[config.mk]
export PLATFORM = sky130hd
export DESIGN_NAME = gtp_rx_link_ctrl
export DESIGN_NICKNAME = d
export VERILOG_FILES = /design/src/rtl/gtp_link_pkg.sv /design/src/rtl/gtp_err_budget.sv /design/src/rtl/gtp_rx_link_ctrl.sv
export SDC_FILE = /design/constraint.sdc
export NUM_CORES = 1
export LEC_CHECK = 0
export ABC_CLOCK_PERIOD_IN_PS = 3800
export CORE_UTILIZATION = 55
export CTS_CLUSTER_DIAMETER = 50
export DETAILED_ROUTE_END_ITERATION = 12
export PLACE_DENSITY_LB_ADDON = 0.3
export SLEW_MARGIN = 0
export SYNTH_ARGS = -nofsm -noshare
export SYNTH_HDL_FRONTEND = slang
export SYNTH_SLANG_ARGS = --single-unit
[constraint.sdc]
create_clock -name rx_clk -period 3.8 [get_ports rx_clk]
set_input_delay 0.76 -clock rx_clk [delete_from_list [all_inputs] [get_ports rx_clk]]
set_output_delay 0.76 -clock rx_clk [all_outputs]
set_load 0.02 [all_outputs]
[src/rtl/gtp_link_pkg.sv]
// -----------------------------------------------------------------------------
// gtp_link_pkg
// Shared types and helpers for the GTP RX link-synchronisation controller.
//   link_state_t : controller state, encoding visible on the link_state port
//   K28_5        : comma character used for word alignment
//   cnt_w()      : width of a counter that must hold 0..max_val
// -----------------------------------------------------------------------------
package gtp_link_pkg;

   typedef enum logic [1:0] {
      ST_HUNT    = 2'd0,
      ST_ACQ     = 2'd1,
      ST_LINKED  = 2'd2,
      ST_RST_REQ = 2'd3
   } link_state_t;

   localparam logic [7:0] K28_5 = 8'hBC;

   // Never returns 0 so a degenerate parameter still yields a legal vector.
   function automatic int cnt_w(input int max_val);
      return (max_val < 1) ? 1 : $clog2(max_val + 1);
   endfunction

endpackage

[src/rtl/gtp_err_budget.sv]
// -----------------------------------------------------------------------------
// gtp_err_budget
// Leaky error counter. Each errored word adds one to the budget; every
// GOOD_DECAY consecutive clean words remove one. An error in the word that
// would have completed a decay run wins: increment, no decay.
// Ports:
//   clk, rst_n    : clock, asynchronous active-low reset
//   i_enable      : count this cycle's word (only while linked)
//   i_clear       : restart the budget (link entry)
//   i_err         : current word carries a code error
//   o_err_cnt     : current budget level, saturates at ERR_LIMIT
//   o_limit_hit   : current word takes the budget to ERR_LIMIT
// -----------------------------------------------------------------------------
module gtp_err_budget
   import gtp_link_pkg::*;
#(
   parameter int ERR_LIMIT  = 4,
   parameter int GOOD_DECAY = 16
) (
   input  logic                          clk,
   input  logic                          rst_n,
   input  logic                          i_enable,
   input  logic                          i_clear,
   input  logic                          i_err,
   output logic [cnt_w(ERR_LIMIT)-1:0]   o_err_cnt,
   output logic                          o_limit_hit
);

   localparam int EW = cnt_w(ERR_LIMIT);
   localparam int CW = cnt_w(GOOD_DECAY);
   localparam logic [EW-1:0] ERR_MAX    = EW'(ERR_LIMIT);
   localparam logic [EW-1:0] ERR_LAST   = EW'(ERR_LIMIT - 1);
   localparam logic [CW-1:0] DECAY_LAST = CW'(GOOD_DECAY - 1);

   logic [CW-1:0] r_clean_cnt;
   logic [CW-1:0] w_clean_nxt;
   logic [EW-1:0] w_err_nxt;

   always_comb begin
      // NOTE: every comb output gets a default first, so no path can infer a latch.
      w_err_nxt   = o_err_cnt;
      w_clean_nxt = r_clean_cnt;
      if (i_clear) begin
         w_err_nxt   = '0;
         w_clean_nxt = '0;
      end else if (i_enable) begin
         if (i_err) begin
            if (o_err_cnt != ERR_MAX) w_err_nxt = o_err_cnt + 1'b1;
            w_clean_nxt = '0;
         end else if (r_clean_cnt == DECAY_LAST) begin
            if (o_err_cnt != '0) w_err_nxt = o_err_cnt - 1'b1;
            w_clean_nxt = '0;
         end else begin
            w_clean_nxt = r_clean_cnt + 1'b1;
         end
      end
   end

   // Looks at the registered level only (not i_clear) so the controller's
   // next-state logic cannot form a combinational loop through this output.
   assign o_limit_hit = i_enable && i_err && (o_err_cnt == ERR_LAST);

   always_ff @(posedge clk or negedge rst_n) begin
      if (!rst_n) begin
         o_err_cnt   <= '0;
         r_clean_cnt <= '0;
      end else begin
         // NOTE: sequential state uses non-blocking assignments so every flop samples pre-edge values.
         o_err_cnt   <= w_err_nxt;
         r_clean_cnt <= w_clean_nxt;
      end
   end

endmodule

[src/rtl/gtp_rx_link_ctrl.sv]
// -----------------------------------------------------------------------------
// gtp_rx_link_ctrl
// RX link-synchronisation controller for the 16-bit 8b/10b GTP receive path.
// Hunts for aligned K28.5 commas, declares link after COMMA_GOOD_CNT of them,
// freezes comma alignment while linked, qualifies data with data_valid and
// drops the link on realignment or an exhausted error budget. After
// MAX_RETRIES timed-out acquisition attempts it pulses soft_reset_req.
// Ports:
//   rx_clk, rxresetdone        : usrclk2, asynchronous active-low reset
//   i_rx_data/i_rxcharisk      : decoded word, byte 0 in [7:0]
//   i_rxdisperr/i_rxnotintable : per-byte code violations
//   i_rxbyteisaligned/realign  : GT alignment status / realignment pulse
//   o_comma_align_en           : drives rxmcommaalignen and rxpcommaalignen
//   o_link_up, o_link_state    : LINKED flag, raw state encoding
//   o_data_valid, o_rx_data_out, o_rxcharisk_out : registered datapath
//   o_soft_reset_req           : RESET_PULSE-cycle request to the GT
//   o_resync_count             : saturating count of link drops
// -----------------------------------------------------------------------------
module gtp_rx_link_ctrl
   import gtp_link_pkg::*;
#(
   parameter int COMMA_GOOD_CNT = 4,
   parameter int ERR_LIMIT      = 4,
   parameter int GOOD_DECAY     = 16,
   parameter int HUNT_TIMEOUT   = 65535,
   parameter int MAX_RETRIES    = 3,
   parameter int RESET_PULSE    = 16
) (
   input  logic        rx_clk,
   input  logic        rxresetdone,
   input  logic [15:0] i_rx_data,
   input  logic [1:0]  i_rxcharisk,
   input  logic [1:0]  i_rxdisperr,
   input  logic [1:0]  i_rxnotintable,
   input  logic        i_rxbyteisaligned,
   input  logic        i_rxbyterealign,
   output logic        o_comma_align_en,
   output logic        o_link_up,
   output logic        o_data_valid,
   output logic [15:0] o_rx_data_out,
   output logic [1:0]  o_rxcharisk_out,
   output logic        o_soft_reset_req,
   output logic [1:0]  o_link_state,
   output logic [7:0]  o_resync_count
);

   localparam int TW = cnt_w(HUNT_TIMEOUT);
   localparam int RW = cnt_w(MAX_RETRIES);
   localparam int GW = cnt_w(COMMA_GOOD_CNT);
   localparam int PW = cnt_w(RESET_PULSE);
   localparam logic [TW-1:0] TMR_LAST   = TW'(HUNT_TIMEOUT - 1);
   localparam logic [RW-1:0] RETRY_LAST = RW'(MAX_RETRIES - 1);
   localparam logic [GW-1:0] GOOD_LAST  = GW'(COMMA_GOOD_CNT - 1);
   localparam logic [PW-1:0] PULSE_LAST = PW'(RESET_PULSE - 1);

   link_state_t   r_state,      w_state_nxt;
   logic [TW-1:0] r_hunt_tmr,   w_hunt_tmr_nxt;
   logic [RW-1:0] r_retry_cnt,  w_retry_nxt;
   logic [GW-1:0] r_good_cnt,   w_good_nxt;
   logic [PW-1:0] r_pulse_cnt,  w_pulse_nxt;
   logic [7:0]    r_resync_cnt, w_resync_nxt;

   logic w_comma_ok, w_code_err, w_align_lost, w_timeout;
   logic w_err_limit, w_linked_exit, w_enter_linked;

   // A comma landing in byte 1 means the word boundary is off by one byte.
   assign w_code_err    = (|i_rxdisperr) || (|i_rxnotintable) ||
                          ((i_rx_data[15:8] == K28_5) && i_rxcharisk[1]);
   assign w_comma_ok    = (i_rx_data[7:0] == K28_5) && (i_rxcharisk == 2'b01) &&
                          i_rxbyteisaligned;
   assign w_align_lost  = i_rxbyterealign || !i_rxbyteisaligned;
   assign w_timeout     = (r_hunt_tmr == TMR_LAST);
   assign w_linked_exit = (r_state == ST_LINKED) && (w_align_lost || w_err_limit);
   assign w_enter_linked = (r_state != ST_LINKED) && (w_state_nxt == ST_LINKED);

   gtp_err_budget #(
      .ERR_LIMIT  (ERR_LIMIT),
      .GOOD_DECAY (GOOD_DECAY)
   ) u_err_budget (
      .clk         (rx_clk),
      .rst_n       (rxresetdone),
      .i_enable    (r_state == ST_LINKED),
      .i_clear     (w_enter_linked),
      .i_err       (w_code_err),
      .o_err_cnt   (),
      .o_limit_hit (w_err_limit)
   );

   always_comb begin
      w_state_nxt    = r_state;
      w_hunt_tmr_nxt = r_hunt_tmr;
      w_retry_nxt    = r_retry_cnt;
      w_good_nxt     = r_good_cnt;
      w_pulse_nxt    = r_pulse_cnt;
      w_resync_nxt   = r_resync_cnt;
      case (r_state)
         ST_HUNT, ST_ACQ: begin
            // The attempt timer spans HUNT and ACQ; falling back to HUNT does
            // not restart it, so a flapping link still runs out of attempts.
            if (w_timeout) begin
               w_hunt_tmr_nxt = '0;
               w_retry_nxt    = r_retry_cnt + 1'b1;
            end else begin
               w_hunt_tmr_nxt = r_hunt_tmr + 1'b1;
            end
            if (w_timeout && (r_retry_cnt == RETRY_LAST)) begin
               w_state_nxt = ST_RST_REQ;
               w_good_nxt  = '0;
               w_pulse_nxt = '0;
            end else if (r_state == ST_HUNT) begin
               if (w_comma_ok && !w_code_err) begin
                  w_state_nxt = ST_ACQ;
                  w_good_nxt  = GW'(1);
               end
            end else if (w_code_err || w_align_lost) begin
               w_state_nxt = ST_HUNT;
               w_good_nxt  = '0;
            end else if (w_comma_ok) begin
               w_good_nxt = r_good_cnt + 1'b1;
               if (r_good_cnt == GOOD_LAST) begin
                  w_state_nxt    = ST_LINKED;
                  w_retry_nxt    = '0;
                  w_hunt_tmr_nxt = '0;
               end
            end
         end
         ST_LINKED: begin
            if (w_linked_exit) begin
               w_state_nxt = ST_HUNT;
               w_good_nxt  = '0;
               if (r_resync_cnt != 8'hFF) w_resync_nxt = r_resync_cnt + 1'b1;
            end
         end
         ST_RST_REQ: begin
            if (r_pulse_cnt == PULSE_LAST) begin
               w_state_nxt = ST_HUNT;
               w_retry_nxt = '0;
               w_pulse_nxt = '0;
            end else begin
               w_pulse_nxt = r_pulse_cnt + 1'b1;
            end
         end
      endcase
   end

   always_ff @(posedge rx_clk or negedge rxresetdone) begin
      if (!rxresetdone) begin
         r_state         <= ST_HUNT;
         r_hunt_tmr      <= '0;
         r_retry_cnt     <= '0;
         r_good_cnt      <= '0;
         r_pulse_cnt     <= '0;
         r_resync_cnt    <= '0;
         o_data_valid    <= 1'b0;
         o_rx_data_out   <= '0;
         o_rxcharisk_out <= '0;
      end else begin
         r_state         <= w_state_nxt;
         r_hunt_tmr      <= w_hunt_tmr_nxt;
         r_retry_cnt     <= w_retry_nxt;
         r_good_cnt      <= w_good_nxt;
         r_pulse_cnt     <= w_pulse_nxt;
         r_resync_cnt    <= w_resync_nxt;
         // The word that drops the link is never marked valid.
         o_data_valid    <= (r_state == ST_LINKED) && !w_code_err && !w_linked_exit;
         o_rx_data_out   <= i_rx_data;
         o_rxcharisk_out <= i_rxcharisk;
      end
   end

   assign o_link_state     = r_state;
   assign o_link_up        = (r_state == ST_LINKED);
   assign o_comma_align_en = (r_state == ST_HUNT) || (r_state == ST_ACQ);
   assign o_soft_reset_req = (r_state == ST_RST_REQ);
   assign o_resync_count   = r_resync_cnt;

endmodule

==> run_results.csv <==
group,metric,value,unit
outcome,status,"completed",
synthesis,syn_avg_cell_area,10.71,um2
placed_design,dp_cells,411,
synthesis,netlist_top_cells_area,"dfrtp_1 (51%), nand2_1 (3.3%), ha_1 (3.2%), xnor2_1 (2.8%), a21o_1 (2.2%)",
worst_hold_path,hold_path_class,"reg2reg",
clock_tree,cts_buffer_depth,2,
global_route,grt_usage,22.78,%
die,fp.dieArea,5914,um2
sta,max_freq,0.3177,GHz
setup_path,worstPathRequired,4.06,ns
synthesis,synth_xor_area_share,4.258,%
detailed_routing,drt-initial-drc-count,129,
setup_path,worstReg2RegStart,"o_link_state[1]",
sta,drv_slew,0,
global_route,first_global_vias,2224,
pwr,leakage,1.726,nW
detailed_routing,first_pass_iters,4,
synthesis,async_flop_share,100.0,%
sta,setup_viol,0,
synthesis,synth_top_flop_cell,"dfrtp_1",
synthesis,synth_edf_count,0,
detailed_routing,via_count,2409,
global_route,antenna_found_initial,0,
setup_path,cp-end-kind,"register",
cells_and_area,drive_gt1_share,10.36,%
synthesis,synth_top_cell_area_share,51.09,%
global_route,grt_start_max_net_pins,39,
cells_and_area,layout.nets,387,
sta,fin_crit_sh,82.83,%
placed_design,port_buffers,57,
clock_tree,clk_pin_slew,0.07,ns
die,die_w,76.90,um
synthesis,yosys_warnings,0,
placed_design,dpl.hpwl,4410,um
worst_hold_path,hold_end,"r_retry_cnt[1]",
detailed_routing,totalWireLength,6254,um
placed_design,place_congestion,0.8323,
synthesis,syn_nets,323,
clock_tree,cts_buffers,9,
clock_tree,clock-root-buffer,"clkbuf_8",
detailed_routing,post_drt_wl_per_cell,14.65,um
global_route,overflow,0,
setup_path,reg2reg_to,"o_resync_count[1]",
setup_path,crit_path_start_kind,"input pin",
flow_run,maxCapViolations,0,
sta,period_needed,3.147,ns
detailed_routing,ant_nets,0,
setup_path,critPathMaxFanout,7,
pwr,powerDensity,329.5,nW/um2
clock_tree,postCtsResizedCells,0,
sta,rsz0062_at_grt,"no",
clock_tree,cts_setup_buffers,0,
sta,timing.slew.headroom,44.61,%
synthesis,yosys_register_bits,63,
clock_tree,clock_latency,0.33,ns
sta,hold_viol,0,
synthesis,synth_area_leader_cell,"dfrtp_1",
synthesis,yosysSeqAreaShare,51.09,%
synthesis,synthMostInstantiatedCell,"dfrtp_1",
die,die_h,76.90,um
detailed_routing,post-route-drc-count,0,
cells_and_area,final_cells,427,
setup_path,critPathArrivalTime,3.41,ns
global_route,grt_pass1_wl,10330,um
cells_and_area,final_area,3894,um2
synthesis,synth_simple_gate_area_share,21.25,%
sta,worstMarginPinSlew,0.8309,ns
synthesis,synthCells,288,
setup_path,reg2reg_slack,1.40,ns
setup_path,r2r_cells,5,
clock_tree,cts_tree,"yes",
synthesis,yosys-mux-area-fraction,1.663,%
synthesis,synth_cell_types,60,
placed_design,dpl_cell_area,3719,um2
cells_and_area,insertedDiodeCount,0,
worst_hold_path,hold_path.startpoint,"r_retry_cnt[1]",
pwr,peakVddDrop,0.2335,mV
synthesis,synthAdderAreaFrac,3.893,%
clock_tree,htree_levels,3,
cells_and_area,syn_to_final_growth,26.20,%
die,num_io_pins,58,
worst_hold_path,hold_depth,1,
synthesis,synth_compound_area_share,14.92,%
die,core_area,5270,um2
cells_and_area,fin_util,73.88,%
sta,skew,0.009934,ns
sta,tns,0,ns
synthesis,synth_top_family_by_area,"simple AND/OR/NAND/NOR gates",
die,initial_utilization,58.55,%
detailed_routing,vias_per_cell,5.642,
synthesis,synth_top_cells_by_count,"dfrtp_1 (63), nand2_1 (27), inv_1 (13), nand3_1 (13), nor2_1 (13)",
synthesis,netlist_area,3085,um2
pwr,p_total,1.283,mW
clock_tree,clock-sinks,63,
setup_path,crit_type,"in2reg",
die,num_rows,26,
clock_tree,cts-hold-fix-buffers,0,
## state kept, by name, indices dropped and copies added (netlist names)
name	flops
o_link_state	2
u_err_budget.o_err_cnt	3
o_resync_count	8
r_good_cnt	3
r_pulse_cnt	5
o_rxcharisk_out	2
o_rx_data_out	16
r_retry_cnt	2
u_err_budget.r_clean_cnt	5
o_data_valid	1
r_hunt_tmr	16
## worst max path at each step
| stage | slack (ns) | to | from |
|---|---|---|---|
| floorplan | 0.76 | u_err_budget.o_err_cnt[2] | i_rx_data[9] |
| global placement | 0.42 | u_err_budget.o_err_cnt[2] | i_rx_data[10] |
| detailed placement | 0.36 | u_err_budget.o_err_cnt[2] | i_rx_data[10] |
| CTS | 0.69 | u_err_budget.o_err_cnt[2] | i_rx_data[10] |
| global route | 0.55 | u_err_budget.o_err_cnt[2] | i_rx_data[10] |
| finish | 0.65 | u_err_budget.o_err_cnt[2] | i_rx_data[10] |
## cells by family (layout without fill, tap and decap cells)
logic type	Yosys count	in the layout
xor gates and xnor gates	15	15
DFF	63	63
muxes	5	5
adders and majority gates	9	9
and+or+nand+nor	111	111
AOI/OAI and AO/OA	65	65
buffers and inverters	20	89
## cell type report
class	instances	area (um2)
Clock inverter	4	20.02
Timing Repair Buffer	59	580.6
Clock buffer	12	155.1
Tap cell	70	87.58
Multi-Input combinational cell	205	1419
Inverter	14	55.05
Fill cell	390	1376
Sequential cell	63	1577
## worst max-delay path: stages
cell and delay, ns:
clkdlybuf4s50_1 0.47, or3b_4 0.40, o31ai_4 0.25, inv_4 0.10, fa_1 0.43, or4_1 0.55, nor2_1 0.12, a311oi_1 0.06
a31oi_1 0.14, and2_1 0.14
## layer usage
metal / vias up / share of wire, % / global-route usage, %
li1: 1170 / - / -
met1: 1154 / 48 / 31.65
met2: 77 / 46 / 34.64
met3: 8 / 5.2 / 4.286
met4: 0 / 1.2 / 10.38
met5: - / 0 / 0
## cell usage in the layout, fill, tap and decap left out, types with 5 or more instances in the layout
cell | netlist | final
dfrtp_1 | 63 | 63
ha_1 | 8 | 8
o21ai_0 | 10 | 10
xor2_1 | 5 | 5
nor3_1 | 5 | 5
inv_1 | 13 | 13
nand4_1 | 7 | 7
a21oi_1 | 11 | 11
nand2_1 | 27 | 27
a31oi_1 | 10 | 10
clkdlybuf4s50_1 | 0 | 56
clkbuf_8 | 0 | 11
nor2_1 | 13 | 13
a21o_1 | 9 | 9
xnor2_1 | 10 | 10
nand3_1 | 13 | 13
and3_1 | 9 | 9
o21ai_1 | 9 | 9
## report_power, final
part           switching, mW  internal (mW)
Clock                  0.243          0.268
Combinational         0.0437         0.0448
Sequential           0.00291          0.681
## through the flow
| stage | hold slack, ns | setup WS, ns |
|---|---|---|
| after CTS | 0.4979 | 0.6935 |
| final | 0.5024 | 0.6525 |
| after detailed placement | 0.4845 | 0.3555 |
| after global placement | 0.4677 | 0.4243 |
| after global routing | 0.5158 | 0.5493 |
| after floorplan | 0.4484 | 0.7605 |
Note: power is estimated with default switching activity, not from simulation.
